<file path="src/rtl/abs_diff_pkg.sv">
// Shared types and width helpers for the sum-of-absolute-differences engine.
// Pure declarations: no latency, no flow control.
package abs_diff_pkg;

    typedef enum logic {
        ACCUM = 1'b0,
        DONE  = 1'b1
    } state_e;

    // Count must represent LEN itself, hence LEN+1 codes.
    function automatic int cnt_w(input int len);
        return $clog2(len + 1);
    endfunction

    function automatic int sum_w(input int n, input int len);
        return n + cnt_w(len);
    endfunction

endpackage

</file>
<file path="src/rtl/abs_diff_accum_if.sv">
// Operand stream in, frame result out; both valid/ready.
// Master drives operands and result-ready; slave is the engine.
interface abs_diff_accum_if #(
    parameter int N   = 8,
    parameter int LEN = 16
);
    import abs_diff_pkg::*;

    localparam int SW = sum_w(N, LEN);
    localparam int CW = cnt_w(LEN);

    logic          in_vld;
    logic          in_rdy;
    logic [N-1:0]  a_dat;
    logic [N-1:0]  b_dat;
    logic          out_vld;
    logic          out_rdy;
    logic [SW-1:0] sum_dat;
    logic [N-1:0]  maxd_dat;
    logic [CW-1:0] ge_cnt_dat;
    logic [CW-1:0] idx_dat;

    modport master (
        output in_vld, a_dat, b_dat, out_rdy,
        input  in_rdy, out_vld, sum_dat, maxd_dat, ge_cnt_dat, idx_dat
    );

    modport slave (
        input  in_vld, a_dat, b_dat, out_rdy,
        output in_rdy, out_vld, sum_dat, maxd_dat, ge_cnt_dat, idx_dat
    );

endinterface

</file>
<file path="src/rtl/abs_diff_cla.sv">
// Flat carry-lookahead adder: s = a + b + cin, carry-out not exported.
// Combinational, zero latency, no flow control.
module abs_diff_cla #(
    parameter int W = 8
) (
    input  logic [W-1:0] a_i,
    input  logic [W-1:0] b_i,
    input  logic         cin_i,
    output logic [W-1:0] s_o
);
    logic [W-1:0] g;
    logic [W-1:0] p;
    logic [W-1:0] c;
    logic         acc;
    logic         pp;

    assign g = a_i & b_i;
    assign p = a_i ^ b_i;

    // Each carry expanded directly from generate/propagate terms.
    always_comb begin
        c    = '0;
        c[0] = cin_i;
        acc  = 1'b0;
        pp   = 1'b0;
        for (int i = 0; i < W - 1; i++) begin
            acc = g[i];
            pp  = p[i];
            for (int j = i - 1; j >= 0; j--) begin
                acc = acc | (pp & g[j]);
                pp  = pp & p[j];
            end
            c[i+1] = acc | (pp & cin_i);
        end
    end

    assign s_o = p ^ c;

endmodule

</file>
<file path="src/rtl/abs_diff_core.sv">
// |A-B| and A>=B from one subtracting adder plus one conditional-negate adder.
// Combinational, zero latency, no flow control.
module abs_diff_core #(
    parameter int N = 8
) (
    input  logic [N-1:0] a_i,
    input  logic [N-1:0] b_i,
    output logic [N-1:0] d_o,
    output logic         ge_o
);
    logic [N:0]   diff_ext;
    logic [N-1:0] neg_in;

    // One extra bit turns the top sum bit into the borrow, so A>=B needs no carry port.
    abs_diff_cla #(.W(N + 1)) u_sub (
        .a_i   ({1'b0, a_i}),
        .b_i   (~{1'b0, b_i}),
        .cin_i (1'b1),
        .s_o   (diff_ext)
    );

    assign ge_o   = ~diff_ext[N];
    assign neg_in = diff_ext[N-1:0] ^ {N{~ge_o}};

    abs_diff_cla #(.W(N)) u_neg (
        .a_i   (neg_in),
        .b_i   ('0),
        .cin_i (~ge_o),
        .s_o   (d_o)
    );

endmodule

</file>
<file path="src/rtl/abs_diff_accum.sv">
// Per-frame SAD, max diff and A>=B count over LEN pairs; result valid the cycle after the last accept.
// Input stalls (in_rdy=0) while a result waits in DONE; clr_i aborts the frame from any state.
module abs_diff_accum
    import abs_diff_pkg::*;
#(
    parameter int N   = 8,
    parameter int LEN = 16
) (
    input  logic             clk_i,
    input  logic             rst_n_i,
    input  logic             clr_i,
    abs_diff_accum_if.slave  bus
);
    localparam int SW = sum_w(N, LEN);
    localparam int CW = cnt_w(LEN);

    state_e        state_q, state_d;
    logic [SW-1:0] sum_q, sum_d;
    logic [N-1:0]  max_q, max_d;
    logic [CW-1:0] ge_q, ge_d;
    logic [CW-1:0] idx_q, idx_d;

    logic [N-1:0]  d;
    logic          ge;
    logic          accept;

    abs_diff_core #(.N(N)) u_core (
        .a_i  (bus.a_dat),
        .b_i  (bus.b_dat),
        .d_o  (d),
        .ge_o (ge)
    );

    assign accept = (state_q == ACCUM) && bus.in_vld;

    always_comb begin
        state_d = state_q;
        sum_d   = sum_q;
        max_d   = max_q;
        ge_d    = ge_q;
        idx_d   = idx_q;
        if (clr_i || ((state_q == DONE) && bus.out_rdy)) begin
            state_d = ACCUM;
            sum_d   = '0;
            max_d   = '0;
            ge_d    = '0;
            idx_d   = '0;
        end else if (accept) begin
            sum_d = sum_q + {{(SW-N){1'b0}}, d};
            max_d = (d > max_q) ? d : max_q;
            ge_d  = ge_q + {{(CW-1){1'b0}}, ge};
            idx_d = idx_q + 1'b1;
            if (idx_q == CW'(LEN - 1)) begin
                state_d = DONE;
            end
        end
    end

    always_ff @(posedge clk_i or negedge rst_n_i) begin
        if (!rst_n_i) begin
            state_q <= ACCUM;
            sum_q   <= '0;
            max_q   <= '0;
            ge_q    <= '0;
            idx_q   <= '0;
        end else begin
            state_q <= state_d;
            sum_q   <= sum_d;
            max_q   <= max_d;
            ge_q    <= ge_d;
            idx_q   <= idx_d;
        end
    end

    // Handshake outputs decode the state register only.
    assign bus.in_rdy     = (state_q == ACCUM);
    assign bus.out_vld    = (state_q == DONE);
    assign bus.sum_dat    = sum_q;
    assign bus.maxd_dat   = max_q;
    assign bus.ge_cnt_dat = ge_q;
    assign bus.idx_dat    = idx_q;

endmodule
</file>
<file path="src/flat_wrapper.sv">
// flat-port wrapper written by rule: the top's interface ports become plain ports
module abs_diff_accum_flat import abs_diff_pkg::*;
#(
    parameter int N   = 8,
    parameter int LEN = 16
)
  (clk_i, rst_n_i, clr_i, bus_in_vld, bus_a_dat, bus_b_dat, bus_out_rdy, bus_in_rdy, bus_out_vld, bus_sum_dat, bus_maxd_dat, bus_ge_cnt_dat, bus_idx_dat);
  abs_diff_accum_if #(.N(N), .LEN(LEN)) bus_i ();
  input  logic clk_i;
  input  logic rst_n_i;
  input  logic clr_i;
  input wire logic [$bits(bus_i.in_vld)-1:0] bus_in_vld;
  input wire logic [$bits(bus_i.a_dat)-1:0] bus_a_dat;
  input wire logic [$bits(bus_i.b_dat)-1:0] bus_b_dat;
  input wire logic [$bits(bus_i.out_rdy)-1:0] bus_out_rdy;
  output wire logic [$bits(bus_i.in_rdy)-1:0] bus_in_rdy;
  output wire logic [$bits(bus_i.out_vld)-1:0] bus_out_vld;
  output wire logic [$bits(bus_i.sum_dat)-1:0] bus_sum_dat;
  output wire logic [$bits(bus_i.maxd_dat)-1:0] bus_maxd_dat;
  output wire logic [$bits(bus_i.ge_cnt_dat)-1:0] bus_ge_cnt_dat;
  output wire logic [$bits(bus_i.idx_dat)-1:0] bus_idx_dat;
  assign bus_i.in_vld = bus_in_vld;
  assign bus_i.a_dat = bus_a_dat;
  assign bus_i.b_dat = bus_b_dat;
  assign bus_i.out_rdy = bus_out_rdy;
  assign bus_in_rdy = bus_i.in_rdy;
  assign bus_out_vld = bus_i.out_vld;
  assign bus_sum_dat = bus_i.sum_dat;
  assign bus_maxd_dat = bus_i.maxd_dat;
  assign bus_ge_cnt_dat = bus_i.ge_cnt_dat;
  assign bus_idx_dat = bus_i.idx_dat;
  abs_diff_accum #(.N(N), .LEN(LEN)) u_core (.clk_i(clk_i), .rst_n_i(rst_n_i), .clr_i(clr_i), .bus(bus_i));
endmodule
</file>
<file path="config.mk">
export PLATFORM = sky130hd
export DESIGN_NAME = abs_diff_accum_flat
export DESIGN_NICKNAME = d
export VERILOG_FILES = /design/src/rtl/abs_diff_pkg.sv /design/src/rtl/abs_diff_accum_if.sv /design/src/rtl/abs_diff_cla.sv /design/src/rtl/abs_diff_core.sv /design/src/rtl/abs_diff_accum.sv /design/src/flat_wrapper.sv
export SDC_FILE = /design/constraint.sdc
export NUM_CORES = 1
export LEC_CHECK = 0
export CAP_MARGIN = 15
export CORE_UTILIZATION = 51
export DETAILED_ROUTE_END_ITERATION = 10
export PLACE_DENSITY = 0.8
export SYNTH_ARGS = -nofsm -noshare
export SYNTH_HDL_FRONTEND = slang
export SYNTH_SLANG_ARGS = --single-unit
</file>
<file path="constraint.sdc">
create_clock -name clk_i -period 3.1 [get_ports clk_i]
set_clock_uncertainty 0.1 [all_clocks]
set_input_delay 0.62 -clock clk_i [delete_from_list [all_inputs] [get_ports clk_i]]
set_output_delay 0.62 -clock clk_i [all_outputs]
set_load 0.01 [all_outputs]
</file>
==> impl_metrics.sql, run 1 <==
INSERT INTO impl_metrics (metric_group, metric, value, unit) VALUES
('global_routing', 'antenna_found_initial', '0', ''),
('clocking', 'cts-root-to-sink-buffers', '2', ''),
('synthesis', 'ys.flop_type', 'sky130_fd_sc_hd__dfrtp_1', ''),
('floorplan', 'row_count', '24', ''),
('sta', 'finalHoldViolCount', '0', ''),
('power', 'power.ir.vdd_worst', '0.338', 'mV'),
('global_routing', 'first_global_vias', '2820', ''),
('setup_path', 'critPathMaxFanout', '6', ''),
('sta', 'timing.setup.tns', '-21.16', 'ns'),
('synthesis', 'synth.lib_cells_used.distinct', '54', ''),
('route', 'antenna_violating_nets_post_route', '0', ''),
('setup_path', 'setup.worst_path.class', 'input pin to flop', ''),
('outcome', 'result_of_the_run', 'complete, but fails checks', ''),
('global_routing', 'globalRouteOverflowTotal', '0', ''),
('place', 'dpl.hpwl', '5120', 'µm'),
('synthesis', 'syn_avg_cell_area', '8.99', 'µm²'),
('power', 'leak_pwr', '1.89', 'nW'),
('global_routing', 'grt_busiest_layer', 'met2', ''),
('layout', 'layout-drive-gt1-share', '42.5', '%'),
('clocking', 'clkTransAtPathRegs', '0.07', 'ns'),
('route', 'drt_drc_violations_left', '0', ''),
('setup_path', 'worst_setup_path_start_kind', 'input pin', ''),
('place', 'io_buffers', '53', ''),
('sta', 'maxSlewViolCount', '0', ''),
('synthesis', 'synth_area', '2470', 'µm²'),
('power', 'power.total', '2.83', 'mW'),
('layout', 'finish.utilization', '92.8', '%'),
('global_routing', 'groute.layer.met2.usage', '60.3', '%'),
('setup_path', 'setup.worst_path.end_class', 'flop', ''),
('layout', 'mostFrequentLayoutCells', '68 x sky130_fd_sc_hd__buf_4, 39 x sky130_fd_sc_hd__clkdlybuf4s50_1, 32 x sky130_fd_sc_hd__dfrtp_1, 21 x sky130_fd_sc_hd__inv_1, 18 x sky130_fd_sc_hd__nand2_1', ''),
('route', 'detailroute.via_count', '3080', ''),
('sta', 'timing.final.setup_violations', '20', ''),
('floorplan', 'chipHeight', '71.6', 'µm'),
('outcome', 'violations', 'negative setup slack', ''),
('synthesis', 'ys_async_sr_fraction', '100', '%'),
('worst_hold_path', 'hp-start', 'u_core.bus.maxd_dat[7]', ''),
('clocking', 'cts_tree', 'done', ''),
('route', 'wire_per_inst', '24.1', 'µm'),
('floorplan', 'die-area', '5130', 'µm²'),
('synthesis', 'ys_seq_area_share', '32.4', '%'),
('sta', 'fin_ws', '-1.30', 'ns'),
('layout', 'layout.cells.most_common', 'sky130_fd_sc_hd__buf_4', ''),
('floorplan', 'floorplan.initialDensity', '54.9', '%'),
('route', 'drt_first_pass_iters', '5', ''),
('global_routing', 'first_pass_grt_wire_length', '14000', 'µm'),
('setup_path', 'arrival', '4.48', 'ns'),
('sta', 'worst_pin_slew', '0.616', 'ns'),
('sta', 'fmax', '227', 'MHz'),
('synthesis', 'postSynthCellCount', '275', ''),
('worst_hold_path', 'holdCritPathClass', 'flop to flop', ''),
('clocking', 'clk_root_buffer_cell', 'sky130_fd_sc_hd__clkbuf_8', ''),
('setup_path', 'worstPathRequired', '3.18', 'ns'),
('clocking', 'clock_tree.htree_level_count', '2', ''),
('clocking', 'hold_buf_cts', '0', ''),
('route', 'first_iter_violations', '229', ''),
('global_routing', 'grt_use_total', '36.0', '%'),
('synthesis', 'synth-edff-count', '0', ''),
('clocking', 'cts-buffers-inserted', '5', ''),
('synthesis', 'yosys-top-cells-area', 'sky130_fd_sc_hd__dfrtp_1 32%, sky130_fd_sc_hd__ha_1 16%, sky130_fd_sc_hd__inv_1 4.7%', ''),
('floorplan', 'io_pins', '54', ''),
('sta', 'finalHoldWorstSlack', '0.444', 'ns'),
('setup_path', 'source_of_the_worst_register_to_register_timing_path', 'u_core.bus.sum_dat[0]', ''),
('sta', 'timing.slew.headroom', '58.9', '%'),
('clocking', 'clk_latency', '0.31', 'ns'),
('synthesis', 'yosys_warnings', '0', ''),
('synthesis', 'synth_register_bits', '32', ''),
('layout', 'finalNetCount', '457', ''),
('layout', 'area_overhead_of_the_layout_relative_to_synthesis', '68.9', '%'),
('global_routing', 'met1_usage', '42.8', '%'),
('power', 'powerDensity', '677', 'nW/µm²'),
('sta', 'period_minus_slack', '4.40', 'ns');
-- layout make-up --
| type | count | area share, % |
|---|---|---|
| Clock buffer | 8 | 2.16 |
| Inverter | 31 | 3.14 |
| Multi-Input combinational cell | 205 | 47.3 |
| Sequential cell | 32 | 19.2 |
| Tap cell | 52 | 1.56 |
| Timing Repair Buffer | 129 | 26.7 |
-- registers in the layout, summed over array words and instances (netlist names) --
| register | flops |
|---|---|
| u_core.bus.ge_cnt_dat | 5 |
| u_core.bus.idx_dat | 5 |
| u_core.bus.maxd_dat | 8 |
| u_core.bus.out_vld | 1 |
| u_core.bus.sum_dat | 13 |
-- layer usage --
layer | share of wire [%] | vias up
met1 | 35 | 1490
met5 | 0 | -
met3 | 8.9 | 86
met4 | 6.9 | 0
li1 | - | 1241
met2 | 50 | 263
-- report_power, final --
part,internal (mW),switching (mW)
logic,0.961,0.924
clock network,0.181,0.178
registers,0.489,0.0943
total,1.63,1.20
-- cells in the mapped netlist (3+ instances only) --
cell	instances
sky130_fd_sc_hd__dfrtp_1	32
sky130_fd_sc_hd__ha_1	31
sky130_fd_sc_hd__inv_1	31
sky130_fd_sc_hd__nand2_1	21
sky130_fd_sc_hd__a21oi_1	18
sky130_fd_sc_hd__o21ai_0	18
sky130_fd_sc_hd__nor2_1	15
sky130_fd_sc_hd__xor2_1	11
sky130_fd_sc_hd__a22o_1	9
sky130_fd_sc_hd__xnor2_1	7
sky130_fd_sc_hd__nor3_1	6
sky130_fd_sc_hd__nand4_1	5
sky130_fd_sc_hd__o21a_1	5
sky130_fd_sc_hd__a21o_1	4
sky130_fd_sc_hd__and2_1	4
sky130_fd_sc_hd__o31ai_1	4
sky130_fd_sc_hd__or3_1	4
sky130_fd_sc_hd__and3_1	3
sky130_fd_sc_hd__nand3_1	3
sky130_fd_sc_hd__or4_1	3
-- through the flow --
step           cell area, µm²  cells  worst slack (ns)
5_1_grt                  4180    457             -1.40
3_5_place_dp             3510    424             -1.95
4_1_cts                  3950    448            -0.967
2_1_floorplan            2570    275             -1.40
3_3_place_gp             3510    424             -1.83
6_report                 4180    457             -1.30
-- critical path, stage by stage --
cell and delay (ns):
sky130_fd_sc_hd__buf_6 0.10, sky130_fd_sc_hd__inv_4 0.04, sky130_fd_sc_hd__ha_4 0.21, sky130_fd_sc_hd__a21o_1 0.19
sky130_fd_sc_hd__a221oi_2 0.30, sky130_fd_sc_hd__buf_4 0.18, sky130_fd_sc_hd__a21boi_4 0.06, sky130_fd_sc_hd__or2_4 0.26
sky130_fd_sc_hd__inv_4 0.06, sky130_fd_sc_hd__ha_4 0.19, sky130_fd_sc_hd__nor2_4 0.09, sky130_fd_sc_hd__and2_4 0.22
sky130_fd_sc_hd__nand3_4 0.10, sky130_fd_sc_hd__nor4_4 0.36, sky130_fd_sc_hd__nor2_4 0.10, sky130_fd_sc_hd__ha_4 0.30
sky130_fd_sc_hd__nand4_1 0.13, sky130_fd_sc_hd__o31a_1 0.34, sky130_fd_sc_hd__o211a_1 0.20, sky130_fd_sc_hd__and2_4 0.19
sky130_fd_sc_hd__a22o_1 0.24
-- final timing paths --
kind                                           to  slack [ns]  depth (start not counted)
max                        u_core.bus.maxd_dat[5]       -1.30                         21
min                        u_core.bus.maxd_dat[7]        0.44                          2
max reg2reg                u_core.bus.sum_dat[12]        0.52                          9
min reg2reg                u_core.bus.maxd_dat[7]        0.44                          2
max in group asynchronous  u_core.bus.maxd_dat[7]        1.97                          2
min in group asynchronous  u_core.bus.maxd_dat[0]        0.62                          2
-- logic make-up (layout without fill, tap and decap cells) --
group | count (synthesis) | count (layout) | synth area share (%)
compound gates | 78 | 78 | 21.8
simple gates | 75 | 75 | 15.4
buf+inv | 38 | 168 | 6.27
fa+ha+maj | 32 | 32 | 16.5
flops | 32 | 32 | 32.4
xor+xnor | 19 | 19 | 7.28
mux | 1 | 1 | 0.455
-- repair_timing --
| item | CTS | global route |
|---|---|---|
| setup buffers | 16 | 9 |
| setup endpoints to repair | 22 | 19 |
| pin swaps | 37 | 35 |
| cloned | 0 | 0 |
| gates resized for setup | 111 | 38 |
Note: power is estimated with default switching activity, not from simulation.
==> run 2, diff against run 1 <==
==> constraint.sdc (replaced) <==
create_clock -name clk_i -period 3.1 [get_ports clk_i]
set_clock_uncertainty 0.1 [all_clocks]
set_input_delay 0.465 -clock clk_i [delete_from_list [all_inputs] [get_ports clk_i]]
set_output_delay 0.465 -clock clk_i [all_outputs]
set_load 0.01 [all_outputs]
==> run 2 against run 1 <==
The flow still finishes with violations (negative setup slack). First-iteration DRC count grew 3.9%. Count of clock-buffer cells in the layout shrank 2. Sequential power shrank 1%. Highest routed layer unchanged. Non-clock buffer count shrank 14. Power shrank 8.9%. Utilization shrank 4.5 points. Worst setup slack gained 0.32 ns. Combinational power shrank 11%. Critical endpoint is now u_core.bus.maxd_dat[2]. Critical path depth shrank 1.
==> impl_metrics.sql, run 2 (synthesized netlist as in run 1, its figures left out) <==
INSERT INTO impl_metrics (metric_group, metric, value, unit) VALUES
('setup_path', 'critPathMaxFanout', '6', ''),
('power', 'power.ir.vdd_worst', '0.346', 'mV'),
('global_routing', 'grt_max_degree', '33', ''),
('layout', 'finalNetCount', '443', ''),
('clocking', 'hold_buf_cts', '0', ''),
('place', 'place_inst', '423', ''),
('route', 'first_iter_violations', '238', ''),
('global_routing', 'antenna_found_initial', '0', ''),
('sta', 'rsz0062_at_grt', 'yes', ''),
('route', 'wl', '8630', 'µm'),
('setup_path', 'setup.worst_path.end_class', 'flop', ''),
('sta', 'timing.slew.headroom', '61.6', '%'),
('floorplan', 'floorplan.initialDensity', '54.9', '%'),
('clocking', 'clk_latency', '0.29', 'ns'),
('sta', 'min_period_over_period', '132', '%'),
('clocking', 'clock_tree.htree_level_count', '2', ''),
('flow_run', 'max-cap-violations', '0', ''),
('sta', 'period_minus_slack', '4.09', 'ns'),
('layout', 'finish.utilization', '88.3', '%'),
('clocking', 'numClockSinks', '32', ''),
('global_routing', 'first_pass_grt_wire_length', '11900', 'µm'),
('route', 'drt_drc_violations_left', '0', ''),
('sta', 'maxSlewViolCount', '0', ''),
('clocking', 'cts-root-to-sink-buffers', '2', ''),
('sta', 'worst_pin_slew', '0.571', 'ns'),
('worst_hold_path', 'holdCritPathClass', 'flop to flop', ''),
('clocking', 'cts_tree', 'done', ''),
('sta', 'timing.final.setup_violations', '19', ''),
('setup_path', 'worstPathCellList', 'buf_6 > inv_2 > ha_4 > nand2_2 > or4_4 > a21boi_4 > or2_1 > inv_2 > ha_4 > nor2_4 > and2_4 > nand3_4 > nor4_4 > nor2_4 > ha_4 > nand4_1 > o31a_1 > o211a_1 > and2_4 > a22o_1', ''),
('setup_path', 'cp-startpoint', 'bus_b_dat[6]', ''),
('setup_path', 'regToRegSetupSlack', '0.62', 'ns'),
('place', 'io_buffers', '53', ''),
('setup_path', 'critical-path-slowest-cell', 'sky130_fd_sc_hd__or4_4', ''),
('sta', 'fin_ws', '-0.986', 'ns'),
('global_routing', 'globalRouteOverflowTotal', '0', ''),
('global_routing', 'grt_use_total', '29.8', '%'),
('layout', 'layout.cells.most_common', 'sky130_fd_sc_hd__buf_4', ''),
('global_routing', 'first_global_vias', '2696', ''),
('setup_path', 'crit_buf_inv', '3', ''),
('setup_path', 'arrival', '4.17', 'ns'),
('clocking', 'clkTransAtPathRegs', '0.07', 'ns'),
('floorplan', 'die_span_x', '71.6', 'µm'),
('route', 'detailroute.via_count', '2791', ''),
('outcome', 'violations', 'negative setup slack', ''),
('setup_path', 'timing.critical_path.slowest_cell_delay', '0.55', 'ns'),
('layout', 'multiInputGateArea', '1920', 'µm²'),
('sta', 'finalHoldViolCount', '0', ''),
('power', 'powerDensity', '648', 'nW/µm²'),
('setup_path', 'source_of_the_worst_register_to_register_timing_path', 'u_core.bus.sum_dat[0]', ''),
('route', 'drt_first_pass_iters', '5', ''),
('layout', 'mostFrequentLayoutCells', '58 x sky130_fd_sc_hd__buf_4, 39 x sky130_fd_sc_hd__clkdlybuf4s50_1, 32 x sky130_fd_sc_hd__dfrtp_1, 21 x sky130_fd_sc_hd__inv_1, 18 x sky130_fd_sc_hd__nand2_1', ''),
('floorplan', 'io_pins', '54', ''),
('layout', 'finish.cell_count_without_fillers', '442', ''),
('layout', 'ff_latch_area', '801', 'µm²'),
('sta', 'fmax', '245', 'MHz'),
('setup_path', 'worstPathRequired', '3.18', 'ns'),
('route', 'viasPerCell', '6.31', ''),
('layout', 'layout-drive-gt1-share', '38.7', '%'),
('setup_path', 'worst_setup_path_start_kind', 'input pin', ''),
('route', 'wire_per_inst', '19.5', 'µm'),
('outcome', 'result_of_the_run', 'complete, but fails checks', ''),
('floorplan', 'chipHeight', '71.6', 'µm'),
('layout', 'area_overhead_of_the_layout_relative_to_synthesis', '60.7', '%'),
('floorplan', 'row_count', '24', ''),
('clocking', 'cts-buffers-inserted', '5', ''),
('layout', 'largest_register_ffs', '13', ''),
('place', 'gpl.final_weighted_congestion', '0.924', ''),
('power', 'leak_pwr', '1.79', 'nW'),
('clocking', 'clk_root_buffer_cell', 'sky130_fd_sc_hd__clkbuf_8', ''),
('floorplan', 'die-area', '5130', 'µm²'),
('layout', 'antennaDiodeCount', '0', ''),
('place', 'dpl.hpwl', '5180', 'µm'),
('layout', 'fillerInstances', '196', ''),
('setup_path', 'setup.worst_path.class', 'input pin to flop', ''),
('floorplan', 'coreArea', '4500', 'µm²'),
('route', 'antenna_violating_nets_post_route', '0', ''),
('setup_path', 'critPathTopFamily', 'simple AND/OR/NAND/NOR gates', ''),
('worst_hold_path', 'hp-start', 'u_core.bus.idx_dat[4]', ''),
('setup_path', 'critPathMostFrequentCell', 'sky130_fd_sc_hd__ha_4', '');
run 2: worst register-to-register path, cell delays in order (launching register included):
cell,delay (ns)
sky130_fd_sc_hd__dfrtp_1,0.38
sky130_fd_sc_hd__ha_1,0.18
sky130_fd_sc_hd__inv_1,0.06
sky130_fd_sc_hd__fa_1,0.46
sky130_fd_sc_hd__nor2b_4,0.16
sky130_fd_sc_hd__o21ai_2,0.08
sky130_fd_sc_hd__a21boi_2,0.26
sky130_fd_sc_hd__o2bb2ai_4,0.12
sky130_fd_sc_hd__or4_4,0.49
sky130_fd_sc_hd__a21oi_2,0.14
run 2: where the power goes:
part           switching (mW)  leakage (nW)  internal, mW
clock                   0.163        0.0410         0.153
combinational           0.817          1.31         0.866
sequential             0.0867         0.436         0.489
run 2: metrics by stage:
step	area (µm²)	total power, mW	setup slack (ns)	TNS, ns	hold WS [ns]
finish	3980	2.57	-0.986	-15.25	0.439
global route	3980	2.67	-1.13	-17.40	0.456
global placement	3500	1.77	-1.72	-30.18	0.406
detailed placement	3500	1.83	-1.87	-32.91	0.408
floorplan	2570	1.26	-1.24	-19.49	0.0694
CTS	3780	2.25	-0.789	-12.38	0.433
run 2: path summary, 6_finish.rpt:
check | endpoint | cells past startpoint
max reg2reg | u_core.bus.sum_dat[12] | 9
min reg2reg | u_core.bus.idx_dat[4] | 2
max in group asynchronous | u_core.bus.sum_dat[1] | 2
min | u_core.bus.idx_dat[4] | 2
min in group asynchronous | u_core.bus.sum_dat[12] | 2
max | u_core.bus.maxd_dat[2] | 20
run 2: area by class of cell:
cell class | instances | share of cell area [%]
clock inverter | 1 | 0.126
sequential | 32 | 20.1
multi-input combinational | 205 | 48.2
tap | 52 | 1.64
timing repair buffer | 115 | 24.9
inverter | 31 | 3.18
clock buffer | 6 | 1.83
run 2: metal layers:
metal / wire length (µm) / track usage [%] / part of all wire (%)
met3: 544 / 4.78 / 6.3
met1: 3290 / 33.5 / 38
met2: 4430 / 52.5 / 51
met5: 0 / 0 / 0
met4: 377 / 18.5 / 4.4
run 2: timing repair:
action | in CTS | in global routing
setup endpoints to repair | 20 | 19
setup buffers | 9 | 3
gates resized for setup | 95 | 35
pin swaps | 28 | 13
==> run 3, diff against run 2 <==
Settings changed: PLACE_DENSITY 0.8 to default, PLACE_DENSITY_LB_ADDON from default to 0.15.
Clock period 3.1 ns to 4.04 ns, I/O delays scaled along.
==> run 3 against run 2 <==
Critical path depth rose by 2. The run still ends with negative setup slack left. Utilization rose by 3.1 points. Clock power barely moved. Critical endpoint is now u_core.bus.maxd_dat[7]. Largest cell class unchanged.
==> impl_metrics.sql, run 3 (synthesized netlist as in run 1, its figures left out) <==
INSERT INTO impl_metrics (metric_group, metric, value, unit) VALUES
('outcome', 'result_of_the_run', 'complete, but fails checks', ''),
('outcome', 'violations', 'negative setup slack', ''),
('route', 'first_iter_violations', '278', ''),
('clocking', 'cts-root-to-sink-buffers', '2', ''),
('sta', 'timing.setup.tns', '-4.69', 'ns'),
('setup_path', 'critical-path-slowest-cell', 'sky130_fd_sc_hd__o31a_1', ''),
('clocking', 'clk_root_buffer_cell', 'sky130_fd_sc_hd__clkbuf_8', ''),
('layout', 'mostFrequentLayoutCells', '60 x sky130_fd_sc_hd__buf_4, 39 x sky130_fd_sc_hd__clkdlybuf4s50_1, 32 x sky130_fd_sc_hd__dfrtp_1, 23 x sky130_fd_sc_hd__inv_1, 19 x sky130_fd_sc_hd__ha_1', ''),
('place', 'io_buffers', '53', ''),
('power', 'powerDensity', '508', 'nW/µm²'),
('sta', 'min_period_over_period', '110', '%'),
('sta', 'rsz0062_at_grt', 'yes', ''),
('global_routing', 'first_global_vias', '2575', ''),
('route', 'viasPerCell', '6.48', ''),
('global_routing', 'globalRouteOverflowTotal', '0', ''),
('floorplan', 'chipHeight', '71.6', 'µm'),
('setup_path', 'worstPathRequired', '4.13', 'ns'),
('clocking', 'clkTransAtPathRegs', '0.07', 'ns'),
('floorplan', 'row_count', '24', ''),
('setup_path', 'worst_setup_path_start_kind', 'input pin', ''),
('sta', 'period_minus_slack', '4.43', 'ns'),
('setup_path', 'arrival', '4.52', 'ns'),
('setup_path', 'timing.critical_path.slowest_cell_delay', '0.39', 'ns'),
('sta', 'finalHoldWorstSlack', '0.440', 'ns'),
('global_routing', 'grt_max_degree', '33', ''),
('global_routing', 'grt_use_total', '28.8', '%'),
('setup_path', 'crit_buf_inv', '4', ''),
('place', 'pre_cts_ws', '-1.15', 'ns'),
('sta', 'worst_pin_slew', '1.41', 'ns'),
('sta', 'maxSlewViolCount', '0', ''),
('route', 'drt_drc_violations_left', '0', ''),
('route', 'detailroute.via_count', '2901', ''),
('clocking', 'cts_tree', 'done', ''),
('setup_path', 'setup.worst_path.end_class', 'flop', ''),
('clocking', 'clock_tree.htree_level_count', '2', ''),
('clocking', 'numClockSinks', '32', ''),
('setup_path', 'worstPathCellList', 'buf_6 > ha_4 > buf_6 > a21o_1 > a221oi_2 > buf_4 > a21boi_4 > or2_4 > inv_4 > ha_4 > nor2_4 > and2_4 > nand3_4 > o31a_1 > nor2_4 > ha_4 > a21oi_2 > o21ai_1 > o211a_1 > nor2_4 > nand2_2 > o31ai_2', ''),
('layout', 'layout.cells.most_common', 'sky130_fd_sc_hd__buf_4', ''),
('place', 'dpl.hpwl', '4970', 'µm'),
('floorplan', 'die_span_x', '71.6', 'µm'),
('clocking', 'clk_latency', '0.29', 'ns'),
('place', 'gpl.final_weighted_congestion', '0.920', ''),
('power', 'leak_pwr', '1.85', 'nW'),
('clocking', 'hold_buf_cts', '0', ''),
('power', 'power.ir.vdd_worst', '0.306', 'mV'),
('sta', 'timing.final.setup_violations', '16', ''),
('layout', 'finalNetCount', '448', ''),
('clocking', 'cts-buffers-inserted', '5', ''),
('route', 'drt_first_pass_iters', '8', ''),
('setup_path', 'critPathMaxFanout', '8', ''),
('layout', 'final_cell_area', '4120', 'µm²'),
('floorplan', 'floorplan.initialDensity', '54.9', '%'),
('layout', 'multiInputGateArea', '1960', 'µm²'),
('floorplan', 'die-area', '5130', 'µm²'),
('place', 'placement.cell_area', '3460', 'µm²'),
('layout', 'area_overhead_of_the_layout_relative_to_synthesis', '66.5', '%'),
('flow_run', 'max-cap-violations', '0', ''),
('layout', 'fillerInstances', '173', ''),
('sta', 'finalHoldViolCount', '0', ''),
('floorplan', 'coreArea', '4500', 'µm²'),
('layout', 'layout-drive-gt1-share', '39.6', '%'),
('setup_path', 'critPathTopFamily', 'compound AO/OA/AOI/OAI gates', ''),
('floorplan', 'io_pins', '54', ''),
('sta', 'fin_ws', '-0.385', 'ns'),
('global_routing', 'first_pass_grt_wire_length', '11700', 'µm'),
('route', 'wire_per_inst', '22.0', 'µm'),
('worst_hold_path', 'holdCritPathClass', 'flop to flop', ''),
('route', 'antenna_violating_nets_post_route', '0', ''),
('setup_path', 'setup.worst_path.class', 'input pin to flop', ''),
('layout', 'antennaDiodeCount', '0', ''),
('sta', 'fmax', '226', 'MHz'),
('layout', 'ff_latch_area', '801', 'µm²'),
('sta', 'timing.slew.headroom', '5.40', '%'),
('layout', 'largest_register_ffs', '13', ''),
('route', 'wl', '9850', 'µm'),
('global_routing', 'antenna_found_initial', '0', '');
run 3: cell type report:
class                   instances  share of cell area, %
multi-input cells             205                   47.6
repair buffers                120                   25.6
flip-flops and latches         32                   19.4
clock inverters                 2                  0.851
clock buffers                   6                   1.76
inverters                      31                   3.19
well taps                      52                   1.58
run 3: final timing paths:
check,slack (ns),cells past startpoint,to,start
worst max-delay path,-0.39,22,u_core.bus.maxd_dat[7],bus_a_dat[3]
worst min-delay path,0.44,1,u_core.bus.maxd_dat[3],u_core.bus.maxd_dat[3]
worst max register to register,1.49,10,u_core.bus.sum_dat[8],u_core.bus.sum_dat[0]
worst min register to register,0.44,1,u_core.bus.maxd_dat[3],u_core.bus.maxd_dat[3]
max in group asynchronous,2.93,2,u_core.bus.maxd_dat[2],rst_n_i
min in group asynchronous,0.61,2,u_core.bus.sum_dat[11],rst_n_i
run 3: per-stage QoR:
stage          util (%)  power (mW)  std cells
2_1_floorplan         -       0.946        275
3_3_place_gp       76.8        1.33        419
3_5_place_dp       76.8        1.35        419
4_1_cts            83.1        1.74        436
5_1_grt            91.4        2.17        448
6_report           91.4        2.09        448
run 3: what timing repair did:
| action | 4_1_cts | 5_1_grt |
|---|---|---|
| pin swaps | 29 | 52 |
| setup buffers | 9 | 12 |
| gates resized for setup | 81 | 64 |
| setup endpoints to repair | 18 | 17 |
run 3: routing by layer:
layer | up-vias | share of wire (%) | global-route usage, %
li1 | 1224 | - | -
met1 | 1365 | 36 | 33.9
met5 | - | 0 | 0
met2 | 232 | 49 | 51.3
met3 | 80 | 8.3 | 4.50
met4 | 0 | 6.1 | 13.1
run 3: where the power goes:
part           total, mW  switching, mW  internal [mW]
combinational       1.33          0.670          0.664
sequential         0.444         0.0685          0.375
clock              0.312          0.129          0.183
total               2.09          0.868           1.22
